File: src/rtl/clock_divider_bank.sv
// clock_divider_bank: N_CH independent programmable clock dividers running on CLOCK_50.
// Each channel produces a one-cycle tick at every wrap and a 50%-duty toggled clock.
// Divisor updates are staged in a shadow register and only take effect at a safe
// point (clear, idle, or wrap), so a period change never produces a runt pulse.
module clock_divider_bank #(
  parameter int N_CH        = 2,
  parameter int CNT_W       = 10,
  parameter int SEL_W       = 1,
  parameter int DEFAULT_DIV = 217
) (
  input  logic                  CLOCK_50,
  input  logic                  reset,
  input  logic [N_CH-1:0]       enable,
  input  logic [N_CH-1:0]       clr,
  input  logic                  div_wr,
  input  logic [SEL_W-1:0]      div_sel,
  input  logic [CNT_W-1:0]      div_data,
  output logic [N_CH-1:0]       tick,
  output logic [N_CH-1:0]       clk_out,
  output logic [N_CH-1:0]       pending,
  output logic [N_CH*CNT_W-1:0] count
);

  localparam logic [CNT_W-1:0] RESET_DIV = CNT_W'(DEFAULT_DIV);

  for (genvar ch = 0; ch < N_CH; ch++) begin : g_ch
    logic [CNT_W-1:0] cnt_q;
    logic [CNT_W-1:0] active_q;
    logic [CNT_W-1:0] shadow_q;
    logic             tick_q;
    logic             clk_q;
    logic             pend_q;
    logic             wr_hit;
    logic             at_terminal;
    logic             apply_evt;

    // A select value with no matching channel simply never hits, so it is ignored.
    assign wr_hit      = div_wr && (div_sel == SEL_W'(ch));
    assign at_terminal = (cnt_q == active_q);
    assign apply_evt   = clr[ch] || !enable[ch] || at_terminal;

    // Counter, tick strobe and divided clock, in clear > idle > wrap > count priority.
    always_ff @(posedge CLOCK_50 or negedge reset) begin
      if (!reset) begin
        cnt_q  <= '0;
        tick_q <= 1'b0;
        clk_q  <= 1'b0;
      end else if (clr[ch]) begin
        cnt_q  <= '0;
        tick_q <= 1'b0;
        clk_q  <= 1'b0;
      end else if (!enable[ch]) begin
        tick_q <= 1'b0;
      end else if (at_terminal) begin
        cnt_q  <= '0;
        tick_q <= 1'b1;
        clk_q  <= ~clk_q;
      end else begin
        cnt_q  <= cnt_q + CNT_W'(1);
        tick_q <= 1'b0;
      end
    end

    // Divisor double buffer; a write that lands on an apply point bypasses the shadow.
    always_ff @(posedge CLOCK_50 or negedge reset) begin
      if (!reset) begin
        active_q <= RESET_DIV;
        shadow_q <= RESET_DIV;
        pend_q   <= 1'b0;
      end else if (wr_hit && apply_evt) begin
        active_q <= div_data;
        shadow_q <= div_data;
        pend_q   <= 1'b0;
      end else if (wr_hit) begin
        shadow_q <= div_data;
        pend_q   <= 1'b1;
      end else if (apply_evt && pend_q) begin
        active_q <= shadow_q;
        pend_q   <= 1'b0;
      end
    end

    assign tick[ch]                   = tick_q;
    assign clk_out[ch]                = clk_q;
    assign pending[ch]                = pend_q;
    assign count[ch*CNT_W +: CNT_W]   = cnt_q;
  end

endmodule

File: config.mk
export PLATFORM = sky130hd
export DESIGN_NAME = clock_divider_bank
export DESIGN_NICKNAME = d
export VERILOG_FILES = /design/src/rtl/clock_divider_bank.sv
export SDC_FILE = /design/constraint.sdc
export NUM_CORES = 1
export LEC_CHECK = 0
export CAP_MARGIN = 0
export CORE_MARGIN = 2
export CORE_UTILIZATION = 49
export DETAILED_ROUTE_END_ITERATION = 16
export PLACE_DENSITY = 0.76
export SLEW_MARGIN = 20
export SYNTH_ARGS = -nofsm -noshare
export SYNTH_HDL_FRONTEND = slang
export SYNTH_SLANG_ARGS = --single-unit
File: constraint.sdc
create_clock -name CLOCK_50 -period 2.1 [get_ports CLOCK_50]
set_input_delay 0.21 -clock CLOCK_50 [delete_from_list [all_inputs] [get_ports CLOCK_50]]
set_output_delay 0.21 -clock CLOCK_50 [all_outputs]
set_load 0.1 [all_outputs]
==> out/metrics.csv <==
stage,metric,value,unit
sta,slew_violations,0,
cts,clockBufferDepth,2,
setup_path,crit_path_start,g_ch[1].cnt_q[7]$_DFFE_PN0P_,
detailed_routing,drt-initial-drc-count,91,
sta,fmax,497,MHz
layout,instances_no_fill,401,
setup_path,slowest_stage,dfrtp_4,
setup_path,worstReg2RegStart,g_ch[1].cnt_q[7]$_DFFE_PN0P_,
synthesis,synthArstFlopShare,100,%
power,vdd_drop_max,0.483,mV
sta,finalCritPeriodShare,95.8,%
synthesis,ys_ff_latch,66,
layout,antennaDiodeCount,0,
hold_path,min_path_type,in2async,
sta,min_period,2.01,ns
detailed_routing,drtPass1Iterations,4,
cts,cts_buffers,9,
setup_path,crit_family,flip-flops,
setup_path,r2r_slack,0.09,ns
sta,finalHoldViolations,0,
power,powerDensity,847,mW/mm²
floorplanning,die_height,84.5,µm
flow_run,cap_viol_max_count,0,
place,dp.final_hpwl,4.53,mm
sta,rsz0062_at_grt,yes,
place,placedCellCount,382,
cts,clkSlewWorstSetupHoldPaths,0.07,ns
synthesis,synth_nets,287,
floorplanning,coreArea,0.00631,mm²
synthesis,synth_flop_cell,dfrtp_1,
setup_path,startpoint_type,flip-flop,
floorplanning,rows,29,
power,p_leak,1.68,nW
outcome,status,completed,
layout,nNetsFinal,339,
place,place.gp.congestion,0.762,
sta,finalSetupViolations,0,
detailed_routing,antenna_left,0,
synthesis,yosys.area.top_type,dfrtp_1,
global_route,grt.overflow.total,0,
global_route,grt_pass1_wl,10.4,mm
cts,root_buffer,clkbuf_8,
synthesis,syn_area,0.00317,mm²
setup_path,worst_r2r_path_depth,6,
layout,syn_to_final_growth,24.0,%
synthesis,postSynthCellCount,267,
floorplanning,start_util,50.2,%
setup_path,cp.required,2.32,ns
sta,timing.hold.ws,0.392,ns
detailed_routing,post_drt_wl_per_cell,15.6,µm
layout,drive_above_1_share,43.2,%
synthesis,yosysSeqAreaShare,52.9,%
setup_path,cp-end-kind,flip-flop,
setup_path,r2r-end,g_ch[1].active_q[8]$_DFFE_PN0P_,
synthesis,synth_area_leaders,"dfrtp_1, dfstp_2, mux2_2",
global_route,grt_pass1_vias,2114,
floorplanning,ioPinCount,44,
detailed_routing,drc,0,
floorplanning,die_area,0.00713,mm²
detailed_routing,finalWirelength,6.26,mm
synthesis,synth.distinct_cells,42,
detailed_routing,viasPerCell,5.46,
setup_path,arrival,2.23,ns
synthesis,avgSynthCellArea,11.9,µm²
layout,final_cell_mix,"buf_4, mux2_2, nand2_1, dfrtp_1, dfstp_2",
cts,clkLatencyLatePin,0.34,ns
synthesis,synth_edf_count,0,
cts,clock-sinks,66,
setup_path,crit_chain,xor2_2 -> nor4_4 -> nand4_2 -> a31oi_4 -> buf_12 -> mux2_2,
setup_path,crit_fanout,6,
layout,final_common_cell,buf_4,
detailed_routing,vias,2189,
setup_path,critical_path_class,reg2reg,
sta,worst_pin_slew,0.703,ns
global_route,grt_max_degree,67,
floorplanning,die_w,84.5,µm
place,io_buffers,43,
global_route,track_usage,18.4,%
setup_path,critPathBufInv,1,
sta,slew-limit-headroom,53.0,%
sta,skew,0.00712,ns
setup_path,max_stage_delay,0.49,ns
cts,cts_tree,done,
global_route,antenna_found_initial,0,
setup_path,crit_cells,6,
cts,htreeDepth,3,
synthesis,yosysWarnings,0,
synthesis,yosysTopAreaCellShare,36.3,%
-- flip-flops by register name, summed over array words and instances, names as in the netlist --
register and cells:
g_ch.cnt_q 20, g_ch.shadow_q 20, g_ch.active_q 20, g_ch.pend_q 2, g_ch.clk_q 2, g_ch.tick_q 2
-- per-layer routing --
layer	global-route usage [%]	up-vias	share of wire [%]
met5	0	-	0
met1	22.7	1068	43
met4	4.76	0	1.2
met2	31.5	66	51
met3	6.00	9	5.2
li1	-	1046	-
-- Yosys cell counts (2+ instances only) --
cell type and number:
mux2_2 30, a22oi_1 2, nand3_1 13, nand2_1 27, mux2_4 10, nor4_2 3
a31oi_1 3, dfstp_2 20, a21oi_1 8, dfrtp_1 46, and3_1 2, or2_2 2
nor2b_1 3, o21ai_0 11, mux2i_1 3, o31ai_1 2, nand4_1 2, a22o_1 2
buf_6 2, nor3_1 2, inv_1 4, nand2b_1 4, xor2_1 20, nor4_1 5
nor2_1 11, clkbuf_1 6, xnor2_1 3, ha_1 2, buf_4 6
-- what timing repair did --
action / CTS / global route
resized for setup: 1 / 4
setup endpoints to repair: 10 / 17
buffers inserted: 2 / 0
hold buffers: 1 / 0
pin swaps: 1 / 3
hold endpoints to repair: 46 / 0
-- cell families after synthesis --
family | synth area share [%]
AOI/OAI and AO/OA | 6.94
DFF | 52.9
buffers and inverters | 3.31
muxes | 16.3
xor gates and xnor gates | 6.35
adders and majority gates | 0.789
and+or+nand+nor | 13.4
-- worst min-delay path, stage by stage --
cell           delay, ns
dlygate4sd3_1       0.52
buf_2               0.12
buf_12              0.28
-- layout make-up --
cell class | count | area, µm²
clock buffers | 14 | 163
well taps | 77 | 96.3
flip-flops and latches | 66 | 1730
fillers | 498 | 2380
repair buffers | 55 | 482
clock inverters | 2 | 35.0
multi-input cells | 183 | 1420
inverters | 4 | 15.0
-- stage by stage --
stage                     util, %  cell area [µm²]  TNS, ns  power (mW)  setup slack [ns]
after floorplan                 -             3230   -0.898        2.08            -0.117
final                        62.3             3930        0        3.33            0.0872
after global placement       58.2             3680  -0.0329        2.24           -0.0113
after CTS                    62.0             3910        0        3.35            0.0182
after global routing         62.3             3930  -0.0390        3.50           -0.0192
after detailed placement     58.2             3680  -0.0985        2.27           -0.0377
-- worst max-delay path by stage --
| stage | end | slack, ns |
|---|---|---|
| after floorplan | g_ch[1].active_q[1]$_DFFE_PN0P_ | -0.12 |
| after global placement | g_ch[1].active_q[8]$_DFFE_PN0P_ | -0.01 |
| after detailed placement | g_ch[1].active_q[8]$_DFFE_PN0P_ | -0.04 |
| after CTS | g_ch[0].active_q[5]$_DFFE_PN0P_ | 0.02 |
| after global routing | g_ch[1].active_q[8]$_DFFE_PN0P_ | -0.02 |
| final | g_ch[1].active_q[8]$_DFFE_PN0P_ | 0.09 |
-- power breakdown --
group	leakage, nW	switching, mW	internal [mW]	total (mW)
Clock	0.101	0.451	0.613	1.06
Sequential	0.770	0.119	1.52	1.64
Combinational	0.808	0.297	0.332	0.629
Note: power is estimated with default switching activity, not from simulation.
